### config.mk
export PLATFORM = sky130hd
export DESIGN_NAME = proc_ctrl_fsm
export DESIGN_NICKNAME = d
export VERILOG_FILES = /design/src/rtl/proc_ctrl_fsm.sv
export SDC_FILE = /design/constraint.sdc
export NUM_CORES = 1
export LEC_CHECK = 0
export CORE_AREA = 2 2 39 41
export CTS_CLUSTER_SIZE = 14
export DETAILED_ROUTE_END_ITERATION = 10
export DIE_AREA = 0 0 41 43
export PLACE_DENSITY = 0.78
export REMOVE_ABC_BUFFERS = 1
export SLEW_MARGIN = 20
export SYNTH_ARGS = -nofsm -noshare
export SYNTH_HDL_FRONTEND = slang
export SYNTH_SLANG_ARGS = --single-unit
### constraint.sdc
create_clock -name clk -period 2.7 [get_ports clk]
set_input_delay 0.54 -clock clk [delete_from_list [all_inputs] [get_ports clk]]
set_output_delay 0.54 -clock clk [all_outputs]
set_load 0.02 [all_outputs]
### src/rtl/proc_ctrl_fsm.sv
// Control unit for the 9-bit simple processor: T0..T3 step sequencer decoding bus strobes and loads.
// Optional feature macro PROC_CTRL_MVNZ_EN adds the g_nz input and the mvnz (op 100) instruction.
module proc_ctrl_fsm #(
    parameter int IR_W = 9,
    parameter int NREG = 8
) (
    input  logic            clk,
    input  logic            resetn,
    input  logic            run,
    input  logic [IR_W-1:0] ir,
`ifdef PROC_CTRL_MVNZ_EN
    input  logic            g_nz,
`endif
    output logic [NREG-1:0] r_out,
    output logic            din_out,
    output logic            g_out,
    output logic [NREG-1:0] r_in,
    output logic            ir_in,
    output logic            a_in,
    output logic            g_in,
    output logic            add_sub,
    output logic            done
);

    typedef enum logic [1:0] {
        T0 = 2'd0,
        T1 = 2'd1,
        T2 = 2'd2,
        T3 = 2'd3
    } state_t;

    state_t          r_state;
    logic [2:0]      w_op;
    logic [NREG-1:0] w_x_oh;
    logic [NREG-1:0] w_y_oh;
    logic            w_is_alu;

    assign w_op     = ir[8:6];
    assign w_x_oh   = {{(NREG-1){1'b0}}, 1'b1} << ir[5:3];
    assign w_y_oh   = {{(NREG-1){1'b0}}, 1'b1} << ir[2:0];
    assign w_is_alu = (w_op == 3'b010) || (w_op == 3'b011);

    // Step counter; only add/sub continue past T1.
    always_ff @(posedge clk) begin
        if (!resetn) begin
            r_state <= T0;
        end else begin
            case (r_state)
                T0:      r_state <= run ? T1 : T0;
                T1:      r_state <= w_is_alu ? T2 : T0;
                T2:      r_state <= T3;
                T3:      r_state <= T0;
                default: r_state <= T0;
            endcase
        end
    end

    // Output decode of state and IR; everything is held at 0 while reset is low.
    always_comb begin
        r_out   = {NREG{1'b0}};
        din_out = 1'b0;
        g_out   = 1'b0;
        r_in    = {NREG{1'b0}};
        ir_in   = 1'b0;
        a_in    = 1'b0;
        g_in    = 1'b0;
        add_sub = 1'b0;
        done    = 1'b0;
        if (resetn) begin
            case (r_state)
                T0: begin
                    ir_in = run;
                end
                T1: begin
                    case (w_op)
                        3'b000: begin
                            r_out = w_y_oh;
                            r_in  = w_x_oh;
                            done  = 1'b1;
                        end
                        3'b001: begin
                            din_out = 1'b1;
                            r_in    = w_x_oh;
                            done    = 1'b1;
                        end
                        3'b010, 3'b011: begin
                            r_out = w_x_oh;
                            a_in  = 1'b1;
                        end
`ifdef PROC_CTRL_MVNZ_EN
                        // Source is strobed regardless of g_nz so the bus never floats.
                        3'b100: begin
                            r_out = w_y_oh;
                            r_in  = g_nz ? w_x_oh : {NREG{1'b0}};
                            done  = 1'b1;
                        end
`endif
                        default: begin
                            done = 1'b1;
                        end
                    endcase
                end
                T2: begin
                    r_out   = w_y_oh;
                    g_in    = 1'b1;
                    add_sub = w_op[0];
                end
                T3: begin
                    g_out = 1'b1;
                    r_in  = w_x_oh;
                    done  = 1'b1;
                end
                default: begin
                    done = 1'b0;
                end
            endcase
        end else begin
            done = 1'b0;
        end
    end

endmodule

==> impl_metrics.tcl <==
set metrics [dict create \
    place.gp.congestion 0.716 \
    routedWlPerCell_um 12.5 \
    worst_slack_ns 0.0726 \
    yosysTopAreaCellShare 0.124 \
    finalClockSkew_ns 0.00672 \
    die_w_um 41 \
    maxSlewViolCount 0 \
    worstHoldPathCells 2 \
    ys_ff_latch 2 \
    diodes 0 \
    cts.path.max_buffers 2 \
    drc 0 \
    drive_gt1_frac 0.168 \
    nNetsFinal 113 \
    endpoint_kind "output pin" \
    cts_hold_buf 0 \
    cts_buffers 3 \
    via_per_inst 5.39 \
    drt-initial-drc-count 7 \
    dp_slack_ns -0.284 \
    synth_largest_area_cell "ha_1" \
    syn_to_final_growth_pct 89.8 \
    cp_cell_sequence "clkdlybuf4s50_1 > and3b_1 > nand4b_1 > o22ai_1 > clkdlybuf4s15_1" \
    cts_tree "built" \
    slowest_stage "clkdlybuf4s50_1" \
    insertion_delay_ns 0.23 \
    async_flop_share 0 \
    vias 598 \
    port_buffers 34 \
    leakage_nw 0.354 \
    cts_setup_buffers 0 \
    status "completed" \
    dpl.hpwl_um 1140 \
    grt-ovfl-total 0 \
    io_pins 35 \
    antenna_found_initial 0 \
    cap_violations 0 \
    worstSetupPathType "in -> out" \
    core_um2 1380 \
    rsz0062_at_grt "no" \
    drt_wl_total_um 1390 \
    ys_top_cells_by_count "6 x nor2_1, 4 x ha_1, 4 x nor3_1, 4 x o22ai_1, 4 x o32ai_1" \
    worstPathRequired_ns 2.16 \
    ys_types 25 \
    cts_sinks 2 \
    finalHoldViolCount 0 \
    setup_violations 0 \
    die_y_um 43 \
    path_max_fanout 4 \
    fin_cells 111 \
    crit_path_max_incr_delay_ns 0.54 \
    r2r_slack_ns 1.37 \
    r2r_cells 6 \
    synth-seq-area-share 0.0994 \
    timing.slew.headroom 0.699 \
    fmax_mhz 381 \
    postRouteAntennaNets 0 \
    rows 14 \
    cellPowerDensity_nw_per_um2 206 \
    arrival_ns 2.09 \
    max-vdd-ir-drop_mv 0.231 \
    synth_edf_count 0 \
    synth_ff_type "dfxtp_1" \
    ys_warn_count 0 \
    grt_max_degree 10 \
    synth_area_um2 403 \
    synthTopCellsByArea "ha_1 12%, dfxtp_1 9.9%, o32ai_1 8.7%" \
    dp_cells 108 \
    start_kind "primary input" \
    htreeDepth 1 \
    yosysMostFrequentCell "nor2_1" \
    root_buffer "clkbuf_4" \
    syn_inst 56 \
    tightest_slew_ns 0.447 \
    period_needed_ns 2.63 \
    finalCritPeriodShare 0.973 \
    initial_core_util 0.291 \
    hold_class "reg -> reg" \
    clk_pin_slew_ns 0.04 \
    grt_pass1_wl_um 2180 \
    firstDrtPassIters 4 \
    die_area_um2 1760 \
    grtUsageTotal 0.173 \
    syn_area_per_cell_um2 7.19 \
    grt_pass1_vias 554 \
]
## critical path, delay by kind of cell
family	cells	cell delay [ns]
and+or+nand+nor	2	0.44
AOI/OAI and AO/OA	1	0.23
buffers and inverters	2	0.87
## logic make-up (layout without fill, tap and decap cells)
kind of cell,count (synthesis),after routing,synth area share
AOI/OAI and AO/OA,13,13,0.224
adders and majority gates,4,4,0.124
buffers and inverters,4,43,0.0404
DFF,2,2,0.0994
muxes,1,1,0.0248
and+or+nand+nor,32,32,0.488
## power breakdown
| part | internal (mW) | total (mW) | switching, mW |
|---|---|---|---|
| clock network | 0.0494 | 0.0701 | 0.0208 |
| logic | 0.0290 | 0.0550 | 0.0260 |
| registers | 0.0308 | 0.0321 | 0.00136 |
| total | 0.109 | 0.157 | 0.0481 |
## metrics by stage
stage,instance area (um2),hold slack (ns),TNS (ns),power (mW),util
after floorplan,398,0.528,0,0.0525,-
after global placement,781,0.556,-2.73,0.0860,0.564
after detailed placement,781,0.582,-3.08,0.0876,0.564
after CTS,787,0.589,0,0.161,0.569
after global routing,764,0.617,0,0.168,0.552
final,764,0.578,0,0.157,0.552
## placed cells by master (no fill, tap or decap)
cell and n:
clkdlybuf4s50_1 16, dlygate4sd2_1 9, clkbuf_2 7, nor2_1 6, o22ai_1 4, o32ai_1 4
nor3_1 4, ha_1 4, inv_1 3, nand2b_1 3, nand4b_1 3, and3_1 3
and2_1 3, clkbuf_4 3, buf_4 3, nand4_1 2, nor2b_1 2, dfxtp_1 2
and3b_1 1, nor4b_2 1, o21ai_1 1, nand2_1 1, nand3_1 1, or2_2 1
nor3b_2 1, o211ai_1 1, o21ai_0 1, a21oi_1 1, mux2i_1 1, a21o_1 1
dlymetal6s2s_1 1, clkdlybuf4s15_1 1
## timing repair
item,in CTS,in global routing
hold endpoints to repair,0,0
resized for setup,20,19
setup endpoints to repair,16,14
gates cloned,0,0
pin swaps,0,0
## layer usage
metal  vias to the layer above  wire length [um]  part of all wire  GRT usage
met3                         2               110             0.079     0.0262
li1                        295                 -                 -          -
met1                       273               524              0.38      0.204
met2                        28               733              0.53      0.297
met4                         0                17             0.012     0.0600
met5                         -                 0                 0          0
## cell type report
| class | instances | area, um2 |
|---|---|---|
| timing repair buffer | 37 | 319 |
| fill | 156 | 619 |
| clock buffer | 3 | 22.5 |
| multi-input combinational | 50 | 352 |
| sequential | 2 | 40.0 |
| tap | 16 | 20.0 |
| inverter | 3 | 11.3 |
## worst max path at each step
stage,depth (start not counted),slack (ns),startpoint,endpoint
after floorplan,3,0.62,ir[6],r_out[0]
after global placement,5,-0.25,ir[6],r_out[2]
after detailed placement,5,-0.28,ir[7],r_out[3]
after CTS,5,0.006,ir[7],r_out[3]
after global routing,5,0.009,ir[7],r_out[5]
final,5,0.07,ir[7],r_out[5]
No activity file was read; power rests on OpenSTA's default activity.
